--- src/rtl/pk_poci.sv ---
// Shared POCI LED peripheral definitions: register addresses and the
// register-select encoding used by requesters of the LED write scheduler.
package pk_poci;

  localparam int ADDR_W = 8;

  localparam logic [ADDR_W-1:0] addr_hex  = 8'h00;
  localparam logic [ADDR_W-1:0] addr_ledg = 8'h04;
  localparam logic [ADDR_W-1:0] addr_ledr = 8'h08;

  typedef enum logic [1:0] {
    SEL_HEX  = 2'd0,
    SEL_LEDG = 2'd1,
    SEL_LEDR = 2'd2,
    SEL_RSVD = 2'd3
  } led_sel_t;

  // Reserved select has no register; callers reject it before using the address.
  function automatic logic [ADDR_W-1:0] sel_to_addr(input led_sel_t sel);
    logic [ADDR_W-1:0] addr;
    case (sel)
      SEL_LEDG: addr = addr_ledg;
      SEL_LEDR: addr = addr_ledr;
      default:  addr = addr_hex;
    endcase
    return addr;
  endfunction

endpackage

--- src/rtl/poci_led_sched_rr_arbiter.sv ---
// Combinational round-robin arbiter: picks the first set request at or after
// ptr, wrapping modulo N. Usable by any POCI master that shares a slave.
module rr_arbiter #(
  parameter int N = 4
) (
  input  logic [N-1:0]         req,
  input  logic [$clog2(N)-1:0] ptr,
  output logic                 gnt_valid,
  output logic [$clog2(N)-1:0] gnt_idx
);

  localparam int IW = $clog2(N);

  logic [IW-1:0] idx;

  always_comb begin
    gnt_valid = 1'b0;
    gnt_idx   = '0;
    idx       = '0;
    for (int i = 0; i < N; i++) begin
      idx = IW'((int'(ptr) + i) % N);
      if (!gnt_valid && req[idx]) begin
        gnt_valid = 1'b1;
        gnt_idx   = idx;
      end
    end
  end

endmodule

--- src/rtl/poci_led_sched.sv ---
// Round-robin write scheduler sharing one POCI LED slave among NREQ requesters;
// one SETUP/ACCESS write per grant, with ack/err pulses back to the requester.
//
// state  | meaning
// IDLE   | no transfer; arbitrate, reject reserved selects, or start a write
// SETUP  | psel=1, penable=0; address/data already latched
// ACCESS | psel=1, penable=1; wait for pready or timeout
module poci_led_sched
  import pk_poci::*;
#(
  parameter int NREQ    = 4,
  parameter int TIMEOUT = 16
) (
  input  logic                   pclk,
  input  logic                   preset,
  input  logic [NREQ-1:0]        req,
  input  logic [NREQ-1:0][1:0]   req_sel,
  input  logic [NREQ-1:0][31:0]  req_data,
  output logic [NREQ-1:0]        ack,
  output logic [NREQ-1:0]        err,
  output logic                   busy,
  output logic                   psel,
  output logic                   penable,
  output logic                   pwrite,
  output logic [ADDR_W-1:0]      paddr,
  output logic [31:0]            pwdata,
  input  logic                   pready,
  input  logic                   pslverr
);

  localparam int IW = $clog2(NREQ);
  localparam int CW = $clog2(TIMEOUT);
  localparam logic [CW-1:0] CNT_LAST = CW'(TIMEOUT - 1);

  typedef enum logic [1:0] {
    ST_IDLE,
    ST_SETUP,
    ST_ACCESS
  } state_t;

  state_t        state;
  logic [IW-1:0] ptr;
  logic [IW-1:0] gnt;
  logic [CW-1:0] cnt;

  logic          gnt_valid;
  logic [IW-1:0] gnt_idx;
  logic [IW-1:0] ptr_next;
  led_sel_t      win_sel;

  rr_arbiter #(
    .N(NREQ)
  ) u_arb (
    .req      (req),
    .ptr      (ptr),
    .gnt_valid(gnt_valid),
    .gnt_idx  (gnt_idx)
  );

  assign ptr_next = IW'((int'(gnt_idx) + 1) % NREQ);
  assign win_sel  = led_sel_t'(req_sel[gnt_idx]);

  always_ff @(posedge pclk) begin
    if (preset) begin
      state   <= ST_IDLE;
      ptr     <= '0;
      gnt     <= '0;
      cnt     <= '0;
      psel    <= 1'b0;
      penable <= 1'b0;
      pwrite  <= 1'b1;
      paddr   <= '0;
      pwdata  <= '0;
      ack     <= '0;
      err     <= '0;
      busy    <= 1'b0;
    end else begin
      ack <= '0;
      err <= '0;
      unique case (state)
        ST_IDLE: begin
          if (gnt_valid) begin
            ptr <= ptr_next;
            if (win_sel == SEL_RSVD) begin
              err[gnt_idx] <= 1'b1;
            end else begin
              gnt    <= gnt_idx;
              paddr  <= sel_to_addr(win_sel);
              pwdata <= req_data[gnt_idx];
              psel   <= 1'b1;
              busy   <= 1'b1;
              state  <= ST_SETUP;
            end
          end
        end
        ST_SETUP: begin
          penable <= 1'b1;
          cnt     <= '0;
          state   <= ST_ACCESS;
        end
        ST_ACCESS: begin
          // pready on the last allowed cycle still completes normally
          if (pready || cnt == CNT_LAST) begin
            if (pready && !pslverr) begin
              ack[gnt] <= 1'b1;
            end else begin
              err[gnt] <= 1'b1;
            end
            psel    <= 1'b0;
            penable <= 1'b0;
            busy    <= 1'b0;
            state   <= ST_IDLE;
          end else begin
            cnt <= cnt + 1'b1;
          end
        end
        default: begin
          psel    <= 1'b0;
          penable <= 1'b0;
          busy    <= 1'b0;
          state   <= ST_IDLE;
        end
      endcase
    end
  end

  a_resp_onehot : assert property (@(posedge pclk) disable iff (preset) $onehot0(ack | err));
  a_penable_psel : assert property (@(posedge pclk) disable iff (preset) penable |-> psel);

endmodule

--- config.mk ---
export PLATFORM = sky130hd
export DESIGN_NAME = poci_led_sched
export DESIGN_NICKNAME = d
export VERILOG_FILES = /design/src/rtl/pk_poci.sv /design/src/rtl/poci_led_sched_rr_arbiter.sv /design/src/rtl/poci_led_sched.sv
export SDC_FILE = /design/constraint.sdc
export NUM_CORES = 1
export LEC_CHECK = 0
export CORE_MARGIN = 2
export CORE_UTILIZATION = 39
export DETAILED_ROUTE_END_ITERATION = 16
export GPL_TIMING_DRIVEN = 1
export PLACE_DENSITY = 0.86
export SYNTH_ARGS = -nofsm -noshare
export SYNTH_HDL_FRONTEND = slang
export SYNTH_SLANG_ARGS = --single-unit
--- constraint.sdc ---
create_clock -name pclk -period 2.3 [get_ports pclk]
set_input_delay 0.23 -clock pclk [delete_from_list [all_inputs] [get_ports pclk]]
set_output_delay 0.23 -clock pclk [all_outputs]
set_load 0.05 [all_outputs]
==> flow_summary.json, run 1 <==
{
  "cp-start-kind": "primary input",
  "synth_area_mm2": 0.00340,
  "area_growth_pct": 62.2,
  "synth_cells": 356,
  "io_buffers": 188,
  "cts_root_buffer": "clkbuf_8",
  "clkTransAtPathRegs_ps": 100,
  "crit_path_end": "pwdata[21]",
  "yosys_warnings": 0,
  "clkPwrFrac_pct": 7.8,
  "regArea_mm2": 0.00108,
  "htree_levels": 2,
  "r2r-end": "err[0]",
  "diodes": 0,
  "ys_ff_latch": 54,
  "synth-seq-area-share_pct": 31.8,
  "reg2reg_slack_ps": 200,
  "via_per_inst": 5.06,
  "timing.final.max_slew_violations": 0,
  "cts_tree": "done",
  "critPathRequiredTime_ps": 2500,
  "internal_power_uw": 3520,
  "postLayoutCellArea_mm2": 0.00552,
  "powerDensity_mw_per_mm2": 1220,
  "firstDrtPassIters": 4,
  "grt_pass1_vias": 3389,
  "critPathKind": "primary input to flop",
  "die_w_um": 97.4,
  "fp-row-count": 34,
  "worst_r2r_path_depth": 5,
  "hold_path.class": "primary input to flop",
  "clk_latency_ps": 310,
  "hpwlAfterDp_um": 7790,
  "hold_buffers": 0,
  "placed_cell_area_mm2": 0.00543,
  "instances_no_fill": 653,
  "dp_cells": 645,
  "cp.arrival_ps": 2380,
  "routed_wl_um": 9580,
  "cts_setup_buffers": 0,
  "power.static_leakage_uw": 0.00224,
  "grt_usage_pct": 19.9,
  "overflow": 0,
  "drt-initial-drc-count": 73,
  "setup.worst_path.end_class": "flop",
  "ant_nets": 0,
  "clockBufferDepth": 2,
  "fp.dieH_um": 97.4,
  "core-area_mm2": 0.00859,
  "cap_violations": 0,
  "fin_crit_ps": 2190,
  "initial_core_util_pct": 39.6,
  "p_sw_uw": 3190,
  "drcViolationCount": 0,
  "yosysUniqueCellTypes": 41,
  "design_power_total_uw": 6710,
  "gp_congestion": 0.785,
  "finClkSkew_ps": 8.02,
  "p_sw_share_pct": 47.5,
  "clkSinkCount": 54,
  "r2r-start": "cnt[0]",
  "max_freq_ghz": 0.457,
  "vdd_drop_max_uv": 571,
  "status": "completed",
  "p_comb_share_pct": 69.7,
  "ctsResizeCount": 0,
  "grt_setup_unrepaired": "no",
  "max_slew.worst_pin.slew_ps": 551,
  "antenna_found_initial": 0,
  "numCtsBuffers": 5,
  "critPathLaunch": "req[0]",
  "grt_max_degree": 37,
  "die-area_mm2": 0.00948,
  "seq_power_share_pct": 22.4,
  "whs_ps": 330,
  "worst-path-max-fanout": 20,
  "final_nets": 693,
  "num_vias": 3307,
  "fillers": 725,
  "wl_per_cell_um": 14.7,
  "fin_crit_sh_pct": 95.0,
  "grt_pass1_wl_um": 15500,
  "syn_area_per_cell_um2": 9.55,
  "io_pins": 196,
  "setup_viol": 0,
  "hold_violations": 0,
  "drive_above_1_share_pct": 7.16,
  "multi_input_area_mm2": 0.00213,
  "maxSlewHeadroom_pct": 63.2
}
-- power by group through the flow --
stage	combinational [uW]	clock [uW]	sequential, uW
after global placement	4600	0	1510
after global routing	4980	579	1550
final	4680	527	1510
after CTS	4720	548	1510
after floorplan	2370	0	2490
after detailed placement	4710	0	1520
-- worst max-delay path, stage by stage --
cell,delay [ps]
clkdlybuf4s50_1,470
nor2b_1,190
o21a_1,250
o21ai_0,210
nand3_1,170
a41oi_4,330
buf_12,220
mux2i_1,230
nor2_1,60
-- layout make-up --
cell class              instances  area share (%)
flip-flops and latches         54            19.6
clock inverters                 2           0.249
well taps                     108            2.45
inverters                       4           0.363
clock buffers                   6            1.32
multi-input cells             274            38.6
repair buffers                205            37.5
-- stage by stage --
stage          setup WS, ps  TNS [ps]  util, %
2_1_floorplan           435         0        -
3_3_place_gp           -106     -3070     63.2
3_5_place_dp           -226     -6620     63.2
4_1_cts                99.0         0     64.2
5_1_grt               0.948         0     64.2
6_report                114         0     64.2
-- cells in the mapped netlist (all sizes together) --
library cell / n / area [um^2]
nand3: 11 / 72.6
a21oi: 9 / 45.0
o211ai: 2 / 20.0
o21bai: 1 / 7.51
o21a: 1 / 7.51
nor2b: 9 / 58.8
inv: 3 / 11.3
nor3: 6 / 30.0
nand4: 2 / 12.5
or4b: 1 / 10.0
nor2: 52 / 195
nor4: 1 / 6.26
a211o: 1 / 8.76
nor3b: 1 / 7.51
a41oi: 1 / 16.3
buf: 22 / 186
a31oi: 2 / 12.5
nand2: 8 / 30.0
mux2i: 132 / 1320
clkbuf: 7 / 26.3
and2: 3 / 18.8
mux2: 2 / 22.5
dfxtp: 54 / 1080
o21ai: 8 / 47.5
ha: 5 / 62.6
conb: 2 / 7.51
o32a: 1 / 10.0
a211oi: 1 / 12.5
nand2b: 4 / 25.0
clkinv: 1 / 8.76
o22ai: 3 / 18.8
-- cell usage in the layout, fill, tap and decap left out, drive strengths merged, types with 4 or more instances in the layout --
| master | netlist | routed |
|---|---|---|
| dfxtp | 54 | 54 |
| nor2 | 52 | 52 |
| o21ai | 8 | 8 |
| a21oi | 9 | 9 |
| nand2 | 8 | 8 |
| clkdlybuf4s50 | 0 | 187 |
| mux2i | 132 | 132 |
| buf | 22 | 18 |
| ha | 5 | 5 |
| nor3 | 6 | 6 |
| conb | 2 | 7 |
| nand3 | 11 | 11 |
| nor2b | 9 | 9 |
| clkbuf | 7 | 6 |
| nand2b | 4 | 4 |
-- how the worst min path moves through the flow --
stage                     depth (start not counted)      start          to  slack, ps
after floorplan                                   2     preset      err[1]        440
after CTS                                         2     preset      ptr[0]        340
after global placement                            2  pwdata[2]   pwdata[2]        470
final                                             2     preset      cnt[2]        330
after global routing                              2     preset  pwdata[10]        360
after detailed placement                          2   paddr[3]    paddr[3]        480
-- sequential cells by signal, summed over array words and instances (netlist names) --
name and flops:
cnt 4, psel 1, penable 1, ptr 2
gnt 2, paddr 2, ack 4, state 2
pwdata 32, err 4
-- metal layers --
layer  part of all wire [%]  global-route usage, %
met1                     38                   21.1
met2                     53                   37.8
met3                    6.5                   4.68
met4                    2.7                   7.05
met5                      0                      0
-- kinds of logic (layout without fill, tap and decap cells) --
family,Yosys count,count (layout),share of synthesized area [%]
flops,54,54,31.8
mux,134,134,39.5
compound gates,30,30,6.07
simple gates,98,98,13.7
buf+inv,33,217,6.84
fa+ha+maj,5,5,1.84
other cells,2,7,0.221
Power figures use the tool's default switching activity.
==> run 2, diff against run 1 <==
--- a/config.mk
+++ b/config.mk
@@ -5,7 +5,6 @@
 export SDC_FILE = /design/constraint.sdc
 export NUM_CORES = 1
 export LEC_CHECK = 0
-export CORE_MARGIN = 2
 export CORE_UTILIZATION = 39
 export DETAILED_ROUTE_END_ITERATION = 16
 export GPL_TIMING_DRIVEN = 1
==> flow_summary.json, run 2 (synthesis gave the netlist of run 1 again) <==
{
  "drt-initial-drc-count": 59,
  "cap_violations": 0,
  "r2r-start": "cnt[0]",
  "overflow": 0,
  "cts_root_buffer": "clkbuf_8",
  "critPathKind": "primary input to flop",
  "clkSinkCount": 54,
  "regArea_mm2": 0.00108,
  "antenna_found_initial": 0,
  "final_common_cell": "clkdlybuf4s50_1",
  "fin_setup_tns_ps": 0,
  "hold-path-endpoint": "err[2]",
  "grt_max_degree": 48,
  "slowest_delay_ps": 470,
  "largest-register": "pwdata",
  "hold_path.class": "primary input to flop",
  "clkPwrFrac_pct": 8.2,
  "power.static_leakage_uw": 0.00231,
  "timing.final.max_slew_violations": 0,
  "die_w_um": 95.4,
  "p_sw_uw": 3230,
  "clk_latency_ps": 310,
  "multi_input_area_mm2": 0.00213,
  "drive_above_1_share_pct": 9.52,
  "via_per_inst": 4.94,
  "diodes": 0,
  "whs_path_depth": 3,
  "max_freq_ghz": 0.459,
  "largest_reg_flops": 32,
  "hold_violations": 0,
  "mostFrequentLayoutCells": "clkdlybuf4s50_1 (187), mux2i_1 (132), dfxtp_1 (54)",
  "worst-path-max-fanout": 19,
  "final_nets": 705,
  "die-area_mm2": 0.00910,
  "reg2reg_slack_ps": 190,
  "hpwlAfterDp_um": 7860,
  "postLayoutCellArea_mm2": 0.00560,
  "grt_usage_pct": 20.7,
  "p_sw_share_pct": 47.2,
  "critPathRequiredTime_ps": 2480,
  "drcViolationCount": 0,
  "numCtsBuffers": 5,
  "fillers": 651,
  "routed_wl_um": 9710,
  "fp-row-count": 33,
  "fp.dieH_um": 95.4,
  "io_pins": 196,
  "firstDrtPassIters": 4,
  "met3_usage_pct": 4.15,
  "fin_crit_sh_pct": 94.6,
  "finClkSkew_ps": 14.4,
  "cts_setup_buffers": 0,
  "max_slew.worst_pin.slew_ps": 550,
  "internal_power_uw": 3610,
  "area_growth_pct": 64.8,
  "ant_nets": 0,
  "wl_per_cell_um": 14.7,
  "crit_slowest_cell": "clkdlybuf4s50_1",
  "vdd_drop_max_uv": 581,
  "crit_chain": "clkdlybuf4s50_1, nor2b_2, o21a_1, o21ai_0, nand3_1, a41oi_4, buf_12, mux2i_1, nor2_1",
  "placed_cell_area_mm2": 0.00550,
  "grt_setup_unrepaired": "no",
  "worst_r2r_path_depth": 5,
  "grt.met1_usage_pct": 22.7,
  "powerDensity_mw_per_mm2": 1220,
  "cp-start-kind": "primary input",
  "clkTransAtPathRegs_ps": 100,
  "hold_path.startpoint": "preset",
  "setup.worst_path.end_class": "flop",
  "gp_congestion": 0.841,
  "initial_core_util_pct": 40.8,
  "cts_tree": "done",
  "r2r-end": "err[0]",
  "grt_pass1_vias": 3257,
  "clockBufferDepth": 2,
  "htree_levels": 2,
  "maxSlewHeadroom_pct": 63.2,
  "seq_power_share_pct": 22.1,
  "instances_no_fill": 662,
  "core-area_mm2": 0.00834,
  "io_buffers": 188,
  "p_comb_share_pct": 69.7,
  "cp.arrival_ps": 2360,
  "gr-usage-met2_pct": 39.8,
  "grt-busiest-layer": "met2",
  "fin_crit_ps": 2180,
  "num_vias": 3272,
  "setup_viol": 0,
  "grt_pass1_wl_um": 14700,
  "dp_cells": 654,
  "status": "completed",
  "design_power_total_uw": 6840
}
==> run 2: layout make-up <==
type / count / area share, %
clock inverter: 3 / 0.514
sequential: 54 / 19.3
tap: 105 / 2.34
clock buffer: 5 / 1.23
multi-input combinational: 274 / 38.0
inverter: 4 / 0.357
timing repair buffer: 217 / 38.3
==> run 2: routing by layer <==
metal  wire [um]  vias to the layer above
li1            -                     1650
met1        3700                     1492
met2        5290                      124
met3         630                        6
met4          89                        0
met5           0                        -
==> run 2: worst max-delay path: cells and delay by family <==
kind,cells,cell delay [ps]
buffers and inverters,2,690
muxes,1,220
and+or+nand+nor,3,440
AOI/OAI and AO/OA,3,760
==> run 2: per-stage QoR <==
stage | worst slack [ps] | util [%] | hold slack, ps
detailed placement | -225 | 66.0 | 481
global placement | -69.4 | 66.0 | 471
CTS | 96.5 | 67.1 | 218
floorplan | 435 | - | 441
finish | 124 | 67.2 | 230
global route | 15.2 | 67.2 | 232
==> run 2: worst max-delay path by stage <==
stage               slack [ps]  depth (start not counted)         end    from
detailed placement        -220                          9  pwdata[19]  req[2]
floorplan                  430                          9  pwdata[23]  ptr[1]
finish                     120                          9  pwdata[19]  req[0]
global placement           -70                          9  pwdata[15]  req[0]
global route                20                          9  pwdata[10]  req[0]
CTS                        100                          9  pwdata[19]  req[2]
==> run 2: timing repair <==
item | 4_1_cts | 5_1_grt
endpoints found under the setup margin | 0 | 34
hold buffers | 0 | 0
endpoints found under the hold margin | 0 | 0
resized for setup | 0 | 2
==> run 2: power by group through the flow <==
stage | Clock [uW] | Combinational (uW) | Sequential, uW
5_1_grt | 618 | 5080 | 1560
4_1_cts | 581 | 4810 | 1510
3_5_place_dp | 0 | 4790 | 1520
6_report | 562 | 4770 | 1520
3_3_place_gp | 0 | 4700 | 1510
2_1_floorplan | 0 | 2370 | 2490
